**config.mk**
```make
export PLATFORM = sky130hd
export DESIGN_NAME = slow_clock_div
export DESIGN_NICKNAME = d
export VERILOG_FILES = /design/src/rtl/slow_clock_div.sv
export SDC_FILE = /design/constraint.sdc
export NUM_CORES = 1
export LEC_CHECK = 0
export ABC_AREA = 1
export BUFFER_PORTS_ARGS = -buffer_cell sky130_fd_sc_hd__buf_2
export CAP_MARGIN = 20
export CORE_MARGIN = 1.5
export CORE_UTILIZATION = 30
export DETAILED_ROUTE_END_ITERATION = 8
export SYNTH_ARGS = -nofsm -noshare
export SYNTH_HDL_FRONTEND = slang
export SYNTH_SLANG_ARGS = --single-unit
export TNS_END_PERCENT = 5
```
**constraint.sdc**
```tcl
create_clock -name clk_in -period 2.7 [get_ports clk_in]
set_clock_uncertainty 0.15 [all_clocks]
set_input_delay 0.27 -clock clk_in [delete_from_list [all_inputs] [get_ports clk_in]]
set_output_delay 0.27 -clock clk_in [all_outputs]
set_load 0.01 [all_outputs]
```
**src/rtl/slow_clock_div.sv**
```systemverilog
// Runtime-programmable slow clock: 50% duty slow_clk plus a rising-edge tick strobe.
// Define SLOWCLK_IMMEDIATE_LOAD_EN to apply div_load at once instead of at the next toggle.
module slow_clock_div #(
    parameter int CNT_W        = 16,
    parameter int DEFAULT_HALF = 10
) (
    input  logic             clk_in,
    input  logic             reset,
    input  logic             enable,
    input  logic             sync_clr,
    input  logic [CNT_W-1:0] div_in,
    input  logic             div_load,
    output logic             div_pending,
    output logic             div_err,
    output logic             slow_clk,
    output logic             tick
);

    localparam logic [CNT_W-1:0] HALF_RST = CNT_W'(DEFAULT_HALF);
    localparam logic [CNT_W-1:0] ONE      = CNT_W'(1);

    logic [CNT_W-1:0] counter_q, counter_d;
    logic [CNT_W-1:0] half_q, half_d;
    logic             slow_q, slow_d;
    logic             tick_q, tick_d;
    logic             err_q, err_d;
    logic             load_ok;
    logic             terminal;
    logic             advance;

    assign load_ok  = div_load && (div_in != '0);
    assign terminal = (counter_q == (half_q - ONE));
    assign advance  = !sync_clr && enable && terminal;

`ifdef SLOWCLK_IMMEDIATE_LOAD_EN

    assign div_pending = 1'b0;

    always_comb begin
        counter_d = counter_q;
        half_d    = half_q;
        slow_d    = slow_q;
        tick_d    = 1'b0;
        err_d     = div_load && (div_in == '0);
        if (sync_clr) begin
            counter_d = '0;
            slow_d    = 1'b0;
        end else if (enable) begin
            if (terminal) begin
                counter_d = '0;
                slow_d    = ~slow_q;
                tick_d    = ~slow_q;
            end else begin
                counter_d = counter_q + ONE;
            end
        end
        // A valid load restarts the half-period but never toggles slow_clk itself.
        if (load_ok) begin
            half_d    = div_in;
            counter_d = '0;
            tick_d    = 1'b0;
            slow_d    = sync_clr ? 1'b0 : slow_q;
        end
    end

`else

    logic [CNT_W-1:0] pval_q, pval_d;
    logic             pend_q, pend_d;

    assign div_pending = pend_q;

    always_comb begin
        counter_d = counter_q;
        half_d    = half_q;
        slow_d    = slow_q;
        tick_d    = 1'b0;
        err_d     = div_load && (div_in == '0);
        pval_d    = pval_q;
        pend_d    = pend_q;
        if (sync_clr) begin
            counter_d = '0;
            slow_d    = 1'b0;
        end else if (enable) begin
            if (terminal) begin
                counter_d = '0;
                slow_d    = ~slow_q;
                tick_d    = ~slow_q;
            end else begin
                counter_d = counter_q + ONE;
            end
        end
        // The boundary consumes the old pending value; a same-cycle load re-arms.
        if (advance && pend_q) begin
            half_d = pval_q;
            pend_d = 1'b0;
        end
        if (load_ok) begin
            pval_d = div_in;
            pend_d = 1'b1;
        end
    end

    always_ff @(posedge clk_in or posedge reset) begin
        if (reset) begin
            pval_q <= '0;
            pend_q <= 1'b0;
        end else begin
            pval_q <= pval_d;
            pend_q <= pend_d;
        end
    end

`endif

    always_ff @(posedge clk_in or posedge reset) begin
        if (reset) begin
            counter_q <= '0;
            half_q    <= HALF_RST;
            slow_q    <= 1'b0;
            tick_q    <= 1'b0;
            err_q     <= 1'b0;
        end else begin
            counter_q <= counter_d;
            half_q    <= half_d;
            slow_q    <= slow_d;
            tick_q    <= tick_d;
            err_q     <= err_d;
        end
    end

    assign slow_clk = slow_q;
    assign tick     = tick_q;
    assign div_err  = err_q;

endmodule

```
==> impl_metrics.py, run 1 <==
metrics = {
    "cts": {
        "cts_inserted_buffers": 5,
        "cts_tree": "built",
        "clk_latency_ps": 300,
        "cts_max_level": 2,
        "post_cts_buffers": 0,
        "cts.clk_slew.worst_paths_ps": 90,
        "clk_path_buf_depth": 2,
        "root_buffer": "clkbuf_8",
        "clock_sinks": 52,
    },
    "critical_path": {
        "cp.arrival_ps": 2530,
        "critPathMaxFanout": 16,
        "end_kind": "flop",
        "r2r_setup_slack_ps": 200,
        "r2r_cells": 9,
        "path_class": "reg -> reg",
        "required_ps": 2740,
        "rr_startpoint": "half_q[1]",
        "reg2reg_to": "half_q[2]",
        "startpoint_type": "flop",
    },
    "placement": {
        "placed_cells": 554,
        "port_buffers": 24,
        "dp_slack_ps": 173.1,
        "gp_congestion": 0.8866,
        "dpl.hpwl_microns": 5539,
        "place_area_sq_um": 3511,
    },
    "power_and_ir_drop": {
        "powerDensity_nw_per_um2": 377.5,
        "ir_drop_v": 0.0004202,
        "p_int_mw": 1.053,
        "p_clk_frac": 0.326,
        "p_sw_mw": 0.3142,
        "p_leak_nw": 1.795,
        "power_frac_seq": 0.601,
        "p_comb_frac": 0.073,
        "total_power_mw": 1.368,
        "switching_share": 0.2298,
    },
    "cells_and_area": {
        "area_delta_synth_final_pct": 11.26,
        "finalNetCount": 449,
        "final_cells": 563,
        "finish.instance_area_sq_um": 3622,
        "utilization": 0.3477,
        "n_antenna_cell": 0,
        "drive_above_1_share": 0.2131,
    },
    "hold_path": {
        "hold_path.class": "in -> reg",
        "whs_endpoint": "div_err",
        "hold_depth": 3,
        "hp-start": "div_load",
    },
    "timing": {
        "finalCritPeriodShare": 0.9243,
        "hold_violations": 0,
        "finalSetupTns_ps": 0,
        "min_period_ps": 2496,
        "setup_viol": 0,
        "rsz0062_at_grt": "false",
        "setup_slack_ps": 204.4,
        "relSlewSlack": 0.5594,
        "max_freq_ghz": 0.4007,
        "maxSlewViolCount": 0,
        "worst_pin_slew_ps": 660.9,
        "holdWs_ps": 28.70,
    },
    "synth": {
        "synth_area_leaders": "dfrtp_1 38%, nand2_1 13%, mux2_2 5.5%",
        "avgSynthCellArea_sq_um": 8.180,
        "netlist_instances": 398,
        "yosysTopAreaCell": "dfrtp_1",
        "synth_cell_types": 31,
        "ys_warn_count": 0,
        "synth_top_area_share": 0.3843,
        "ys_seq_area_frac": 0.4005,
        "synth_area_sq_um": 3256,
        "ys_ff_latch": 52,
        "synth_fp_nets": 421,
    },
    "route": {
        "drt-vias-per-instance": 4.622,
        "drt-wirelength-per-cell_microns": 12.20,
        "drcViolationCount": 0,
        "detail_route.iter0.violations": 100,
        "vias": 2602,
        "ant_nets": 0,
        "firstDrtPassIters": 4,
        "wl_microns": 6867,
    },
    "floorplan": {
        "coreArea_sq_um": 10420,
        "die_area_sq_um": 11490,
        "start_util": 0.3126,
        "die_h_microns": 107.2,
        "ios": 25,
        "placementRows": 37,
        "dieWidth_microns": 107.2,
    },
    "global_route": {
        "grt_max_degree": 33,
        "use_met2": 0.2184,
        "globalRouteMet3Util": 0.01581,
        "grt_use_total": 0.1310,
        "met1_usage": 0.1728,
        "antenna_found_initial": 0,
        "busiest_layer": "met2",
        "grt-ovfl-total": 0,
        "grt_first_pass_wirelength_microns": 12100,
        "grt_pass1_vias": 2590,
    },
    "outcome": {
        "status": "finished, final reports clean",
    },
    "run": {
        "maxCapViolations": 0,
    },
}
-- cell type report --
class                   count  area, sq um
clock buffers               6        82.58
clock inverters             2        10.01
fillers                  1093         6794
inverters                  42        157.7
multi-input cells         296         1738
flip-flops and latches     52         1304
well taps                 136        170.2
repair buffers             29        160.2
-- how the worst max path moves through the flow --
stage / slack [ps] / startpoint / cells after the start / endpoint
2_1_floorplan: 480 / half_q[1] / 10 / counter_q[10]
3_3_place_gp: 220 / half_q[1] / 9 / counter_q[12]
6_report: 200 / half_q[1] / 9 / half_q[2]
4_1_cts: 150 / half_q[1] / 9 / counter_q[11]
5_1_grt: 3 / half_q[0] / 13 / div_pending
3_5_place_dp: 170 / half_q[1] / 9 / counter_q[11]
-- power groups by stage --
stage	Sequential [mW]	Clock, mW	Combinational [mW]
5_1_grt	0.826	0.488	0.112
2_1_floorplan	0.831	0	0.0663
3_3_place_gp	0.836	0	0.0962
3_5_place_dp	0.837	0	0.0996
6_report	0.822	0.446	0.0993
4_1_cts	0.822	0.459	0.101
-- metal layers --
metal	wire length [microns]	part of all wire
met5	0	0
met4	167	0.024
met3	198	0.029
met2	3266	0.48
met1	3235	0.47
-- cells in the mapped netlist --
cell / count
nand2_1: 116
dfrtp_1: 50
inv_1: 40
nor2_1: 39
nand4_1: 23
nand3_1: 21
xor2_1: 17
mux2_2: 16
nor2_4: 13
xnor2_1: 10
nand2_2: 8
nor4_1: 6
o21ai_0: 5
nand3_2: 4
nor2_2: 4
buf_2: 3
nor3_1: 3
buf_6: 2
clkbuf_1: 2
dfstp_2: 2
ha_1: 2
nand2_4: 2
nand3b_1: 2
and2_1: 1
buf_12: 1
clkinv_1: 1
inv_2: 1
nand4_4: 1
nor2_8: 1
nor3_4: 1
xor2_2: 1
-- cell usage in the layout (no fill, tap or decap), types with 3 or more instances in the layout --
cell type	netlist	final
nand3_2	4	4
o21ai_0	5	5
nor2_2	4	4
nor3_1	3	3
nand2_1	116	116
dfrtp_1	50	50
nor4_1	6	6
clkbuf_8	0	6
nor2_4	13	13
mux2_2	16	16
nand3_1	21	21
inv_1	40	39
buf_2	3	24
nand2_2	8	8
xnor2_1	10	10
nor2_1	39	39
nand4_1	23	23
buf_4	0	4
xor2_1	17	17
-- state kept, by name, indices dropped and copies added, names as in the netlist --
signal	count
counter_q	16
half_q	16
pval_q	16
div_err	1
div_pending	1
slow_clk	1
tick	1
-- logic make-up (layout without fill, tap and decap cells) --
family	count (synthesis)	count (layout)	share of synthesized area
buffers and inverters	50	79	0.06840
muxes	16	16	0.05534
adders and majority gates	2	2	0.007685
xor gates and xnor gates	28	28	0.07763
DFF	52	52	0.4005
AOI/OAI and AO/OA	5	5	0.007685
and+or+nand+nor	245	245	0.3828
-- repair_timing --
action / CTS / global route
hold endpoints to repair: 30 / 0
hold buffers: 1 / 0
gates resized for setup: 0 / 1
endpoints found under the setup margin: 0 / 13
-- worst max-delay path, stage by stage (launching register included) --
cell     delay (ps)
dfstp_2         580
inv_1            50
ha_1            280
xnor2_1         130
nor2_1          150
nand4_1         220
nor3_4          330
nand4_4         280
nand2_1         150
nand2_1          50
No activity file was read; power rests on OpenSTA's default activity.
==> inputs of run 2 (changes only) <==
--- a/config.mk
+++ b/config.mk
@@ -8,9 +8,12 @@
 export ABC_AREA = 1
 export BUFFER_PORTS_ARGS = -buffer_cell sky130_fd_sc_hd__buf_2
 export CAP_MARGIN = 20
+export CELL_PAD_IN_SITES_DETAIL_PLACEMENT = 1
+export CELL_PAD_IN_SITES_GLOBAL_PLACEMENT = 1
 export CORE_MARGIN = 1.5
 export CORE_UTILIZATION = 30
 export DETAILED_ROUTE_END_ITERATION = 8
+export PLACE_DENSITY_LB_ADDON = 0.1
 export SYNTH_ARGS = -nofsm -noshare
 export SYNTH_HDL_FRONTEND = slang
 export SYNTH_SLANG_ARGS = --single-unit
==> run 2 against run 1 <==
Worst setup slack improved by 14 ps. Wire length grew 16%. Fmax up 0.57%. Non-clock buffer count up 2. Flip-flop and latch count unchanged. Die area stayed put. Clock power shrank 5.6%. Design area is 0.73% higher. Largest power group unchanged. Critical path type unchanged. Sequential power is essentially flat. Global-route usage increased by 2.5 points.
==> impl_metrics.py, run 2 (same netlist as run 1, synthesis figures left out) <==
metrics = {
    "outcome": {
        "status": "finished, final reports clean",
    },
    "cells_and_area": {
        "finish.instance_area_sq_um": 3649,
        "finalNetCount": 451,
        "reg.largest.list": "counter_q: 16 flops, half_q: 16 flops, pval_q: 16 flops",
        "area_delta_synth_final_pct": 12.07,
        "drive_above_1_share": 0.2150,
        "fillers": 1306,
        "layout_common_cells": "116 x nand2_1, 50 x dfrtp_1, 38 x inv_1, 38 x nor2_1, 24 x buf_2",
        "final_common_cell": "nand2_1",
        "n_antenna_cell": 0,
        "final_cells": 564,
    },
    "power_and_ir_drop": {
        "total_power_mw": 1.343,
        "ir_drop_v": 0.0003084,
        "powerDensity_nw_per_um2": 368.1,
        "p_leak_nw": 1.799,
    },
    "critical_path": {
        "reg2reg_to": "half_q[15]",
        "rr_startpoint": "half_q[1]",
        "crit_start": "half_q[1]",
        "path_class": "reg -> reg",
        "startpoint_type": "flop",
        "required_ps": 2740,
        "cp.arrival_ps": 2520,
        "r2r_cells": 9,
        "critPathMaxFanout": 16,
        "endpoint": "half_q[15]",
        "r2r_setup_slack_ps": 220,
        "end_kind": "flop",
    },
    "cts": {
        "cts.clk_slew.worst_paths_ps": 90,
        "clk_path_buf_depth": 2,
        "cts_tree": "built",
        "clock_sinks": 52,
        "clk_latency_ps": 300,
        "root_buffer": "clkbuf_8",
        "cts_max_level": 2,
        "post_cts_buffers": 0,
        "cts_inserted_buffers": 5,
    },
    "placement": {
        "placed_cells": 556,
        "dpl.hpwl_microns": 6684,
        "dp_slack_ps": 66.58,
        "port_buffers": 24,
        "gp_congestion": 0.7916,
        "place_area_sq_um": 3551,
    },
    "route": {
        "drcViolationCount": 0,
        "drt-wirelength-per-cell_microns": 14.18,
        "vias": 2649,
        "drt-vias-per-instance": 4.697,
        "detail_route.iter0.violations": 74,
        "wl_microns": 7997,
        "firstDrtPassIters": 4,
        "ant_nets": 0,
    },
    "timing": {
        "finalCritPeriodShare": 0.9190,
        "setup_viol": 0,
        "hold_violations": 0,
        "min_period_ps": 2481,
        "maxSlewViolCount": 0,
        "relSlewSlack": 0.6165,
        "max_freq_ghz": 0.4030,
        "finalSetupTns_ps": 0,
        "worst_pin_slew_ps": 574.4,
        "setup_slack_ps": 218.6,
        "rsz0062_at_grt": "false",
    },
    "floorplan": {
        "die_area_sq_um": 11490,
        "die_h_microns": 107.2,
        "coreArea_sq_um": 10420,
        "placementRows": 37,
        "dieWidth_microns": 107.2,
        "ios": 25,
        "start_util": 0.3126,
    },
    "run": {
        "maxCapViolations": 0,
    },
    "global_route": {
        "grt_pass1_vias": 2817,
        "antenna_found_initial": 0,
        "grt_max_degree": 28,
        "grt-ovfl-total": 0,
        "grt_first_pass_wirelength_microns": 13970,
        "grt_use_total": 0.1565,
    },
    "hold_path": {
        "hp-start": "div_load",
        "hold_path.class": "in -> reg",
    },
}
[run 2: cell count changes in the layout (fill, tap and decap cells not counted)]
cell	before	now
clkbuf_8	6	5
clkbuf_1	0	2
buf_12	0	2
nor2_1	39	38
clkinv_2	2	0
nor2_2	4	5
inv_2	2	3
inv_1	39	38
[run 2: metal layers]
layer / GRT usage / share of wire / vias up / routed length, microns
met2: 0.2662 / 0.47 / 30 / 3793
met3: 0.01459 / 0.014 / 7 / 110
met4: 0.04476 / 0.013 / 0 / 106
met1: 0.2108 / 0.50 / 1280 / 3986
met5: 0 / 0 / - / 0
li1: - / - / 1332 / -
[run 2: worst min-delay path by stage]
stage,depth (start not counted),end,slack (ps)
6_report,3,div_err,40
4_1_cts,3,div_err,30
3_3_place_gp,2,pval_q[12],220
5_1_grt,3,div_err,30
2_1_floorplan,2,div_err,230
3_5_place_dp,2,pval_q[12],220
[run 2: cell type report]
class	count	area, sq um	share of cell area
Clock buffer	7	76.32	0.02092
Sequential cell	52	1304	0.3573
Tap cell	136	170.2	0.04664
Timing Repair Buffer	31	200.2	0.05487
Inverter	42	157.7	0.04321
Multi-Input combinational cell	296	1740	0.4770
[run 2: report_power, final]
group | switching, mW | total [mW] | internal, mW | leakage [nW]
Clock | 0.242 | 0.421 | 0.179 | 0.0383
Combinational | 0.0565 | 0.101 | 0.0446 | 1.08
Sequential | 0.0156 | 0.820 | 0.805 | 0.676
[run 2: worst max-delay path: stages, from the launching register on]
cell and delay (ps):
dfstp_2 580, inv_1 50, ha_1 280, xnor2_1 130
nor2_1 160, nand4_1 240, nor3_4 290, nand4_4 290
nand2_1 150, nand2_1 50
[run 2: timing repair]
action / in CTS / in global routing
resized for setup: 0 / 3
hold buffers: 1 / 0
endpoints found under the setup margin: 0 / 30
endpoints found under the hold margin: 25 / 0
[run 2: metrics by stage]
step | hold slack, ps | utilization
3_5_place_dp | 218.9 | 0.3409
5_1_grt | 33.39 | 0.3503
3_3_place_gp | 215.1 | 0.3409
6_report | 38.25 | 0.3503
4_1_cts | 26.99 | 0.3492
2_1_floorplan | 226.2 | -
==> inputs of run 3 (changes only) <==
--- a/config.mk
+++ b/config.mk
@@ -11,7 +11,9 @@
 export CELL_PAD_IN_SITES_DETAIL_PLACEMENT = 1
 export CELL_PAD_IN_SITES_GLOBAL_PLACEMENT = 1
 export CORE_MARGIN = 1.5
-export CORE_UTILIZATION = 30
+export CORE_UTILIZATION = 47
+export CTS_BUF_LIST = sky130_fd_sc_hd__clkbuf_4 sky130_fd_sc_hd__clkbuf_8
+export CTS_CLUSTER_SIZE = 16
 export DETAILED_ROUTE_END_ITERATION = 8
 export PLACE_DENSITY_LB_ADDON = 0.1
 export SYNTH_ARGS = -nofsm -noshare
==> run 3 against run 2 <==
Fmax is 1.0% higher. Non-clock buffer count is 2 lower. Via count is 1.2% lower. Sequential power hardly changed. Power is 2.2% higher. Hold slack worse by 12 ps. Global-route usage is 7.2 points higher. Count of clock-buffer cells in the layout is 2 lower. Sequential share of layout area is 0.83 points higher. Worst setup slack better by 26 ps. Flip-flop and latch count stayed put. Design area is 2.3% lower. Critical endpoint is now half_q[10]. Largest power group unchanged.
==> impl_metrics.py, run 3 (same netlist as run 1, synthesis figures left out) <==
metrics = {
    "hold_path": {
        "hold_path.class": "in -> reg",
        "hold_depth": 3,
    },
    "floorplan": {
        "die_area_sq_um": 7435,
        "placementRows": 30,
        "coreArea_sq_um": 6756,
        "start_util": 0.4819,
        "die_h_microns": 86.23,
        "ios": 25,
        "dieWidth_microns": 86.23,
    },
    "critical_path": {
        "required_ps": 2750,
        "crit_family": "simple AND/OR/NAND/NOR gates",
        "path_class": "reg -> reg",
        "cp.arrival_ps": 2510,
        "end_kind": "flop",
        "cp_slowest_cell": "dfrtp_1",
        "path_depth": 13,
        "path_buf_inv": 1,
        "critPathMaxFanout": 16,
        "crit_chain": "inv_1, ha_1, nand2_1, nor2_1, nand3_1, nand2_1, nand2_1, nor2_2, nand2_2, nor2_4, nand4_4, nand2_1, nand2_1",
        "slowest_delay_ps": 400,
        "r2r_setup_slack_ps": 240,
        "cp_common_cell": "nand2_1",
        "r2r_cells": 13,
        "startpoint_type": "flop",
    },
    "global_route": {
        "grt_max_degree": 53,
        "antenna_found_initial": 0,
        "grt_use_total": 0.2285,
        "grt-ovfl-total": 0,
        "grt_pass1_vias": 2716,
        "grt_first_pass_wirelength_microns": 13110,
    },
    "timing": {
        "finalSetupTns_ps": 0,
        "setup_viol": 0,
        "setup_slack_ps": 244.3,
        "hold_violations": 0,
        "min_period_ps": 2456,
        "maxSlewViolCount": 0,
        "max_freq_ghz": 0.4072,
        "finalCritPeriodShare": 0.9095,
        "holdWs_ps": 25.88,
        "rsz0062_at_grt": "false",
        "worst_pin_slew_ps": 670.8,
        "relSlewSlack": 0.5528,
    },
    "cts": {
        "root_buffer": "clkbuf_8",
        "cts_inserted_buffers": 5,
        "cts.clk_slew.worst_paths_ps": 100,
        "clk_path_buf_depth": 2,
        "clk_latency_ps": 300,
        "cts_tree": "built",
        "cts_max_level": 2,
        "clock_sinks": 52,
    },
    "placement": {
        "place_area_sq_um": 3433,
        "dp_slack_ps": 134.4,
        "dpl.hpwl_microns": 6153,
        "gp_congestion": 0.8344,
        "placed_cells": 497,
        "port_buffers": 24,
    },
    "route": {
        "drt-wirelength-per-cell_microns": 14.94,
        "wl_microns": 7576,
        "drcViolationCount": 0,
        "detail_route.iter0.violations": 69,
        "vias": 2618,
        "drt-vias-per-instance": 5.164,
        "firstDrtPassIters": 4,
        "ant_nets": 0,
    },
    "cells_and_area": {
        "final_common_cell": "nand2_1",
        "utilization": 0.5278,
        "multiInputGateArea_sq_um": 1740,
        "seq_area_sq_um": 1304,
        "finalNetCount": 449,
        "reg.largest.list": "counter_q: 16 flops, half_q: 16 flops, pval_q: 16 flops",
        "layout_common_cells": "116 x nand2_1, 50 x dfrtp_1, 39 x inv_1",
        "n_antenna_cell": 0,
        "area_delta_synth_final_pct": 9.531,
        "final_cells": 507,
        "finish.instance_area_sq_um": 3566,
        "fillers": 829,
        "drive_above_1_share": 0.2155,
    },
    "power_and_ir_drop": {
        "ir_drop_v": 0.0003425,
        "p_leak_nw": 1.796,
        "powerDensity_nw_per_um2": 384.8,
        "total_power_mw": 1.372,
    },
    "outcome": {
        "status": "finished, final reports clean",
    },
    "run": {
        "maxCapViolations": 0,
    },
}
run 3: final timing paths:
check / to / startpoint
setup / recovery: half_q[10] / half_q[0]
hold reg to reg: half_q[1] / half_q[1]
min in group asynchronous: half_q[15] / reset
max in group asynchronous: counter_q[0] / reset
setup reg to reg: half_q[10] / half_q[0]
hold / removal: div_err / div_load
run 3: worst register-to-register path: cells and delay by family, from the launching register on:
kind          cells  cell delay, ps
fa+ha+maj         1             240
buf+inv           1             160
simple gates     11            1410
flops             1             400
run 3: metal layers:
| metal | GRT usage | share of wire | up-vias |
|---|---|---|---|
| met5 | 0 | 0 | - |
| met3 | 0.02190 | 0.018 | 2 |
| met1 | 0.3043 | 0.47 | 1257 |
| met4 | 0.05718 | 0.0061 | 0 |
| met2 | 0.4030 | 0.50 | 31 |
| li1 | - | - | 1328 |
run 3: final cells by class:
cell class / count / area share
clock inverter: 3 / 0.006316
inverter: 42 / 0.04421
tap: 80 / 0.02807
timing repair buffer: 29 / 0.04842
sequential: 52 / 0.3656
clock buffer: 5 / 0.01930
multi-input combinational: 296 / 0.4881
run 3: report_power, final:
group | leakage, nW | internal, mW | total (mW) | switching (mW)
Combinational | 1.07 | 0.0427 | 0.0987 | 0.0560
Clock | 0.0485 | 0.186 | 0.451 | 0.265
Sequential | 0.676 | 0.805 | 0.823 | 0.0177
Total | 1.80 | 1.03 | 1.37 | 0.338
run 3: what timing repair did:
item                                    CTS  global route
hold buffers                              1             0
setup buffers                             0             1
gates resized for setup                   0             2
hold endpoints to repair                 18             0
endpoints found under the setup margin    0            24
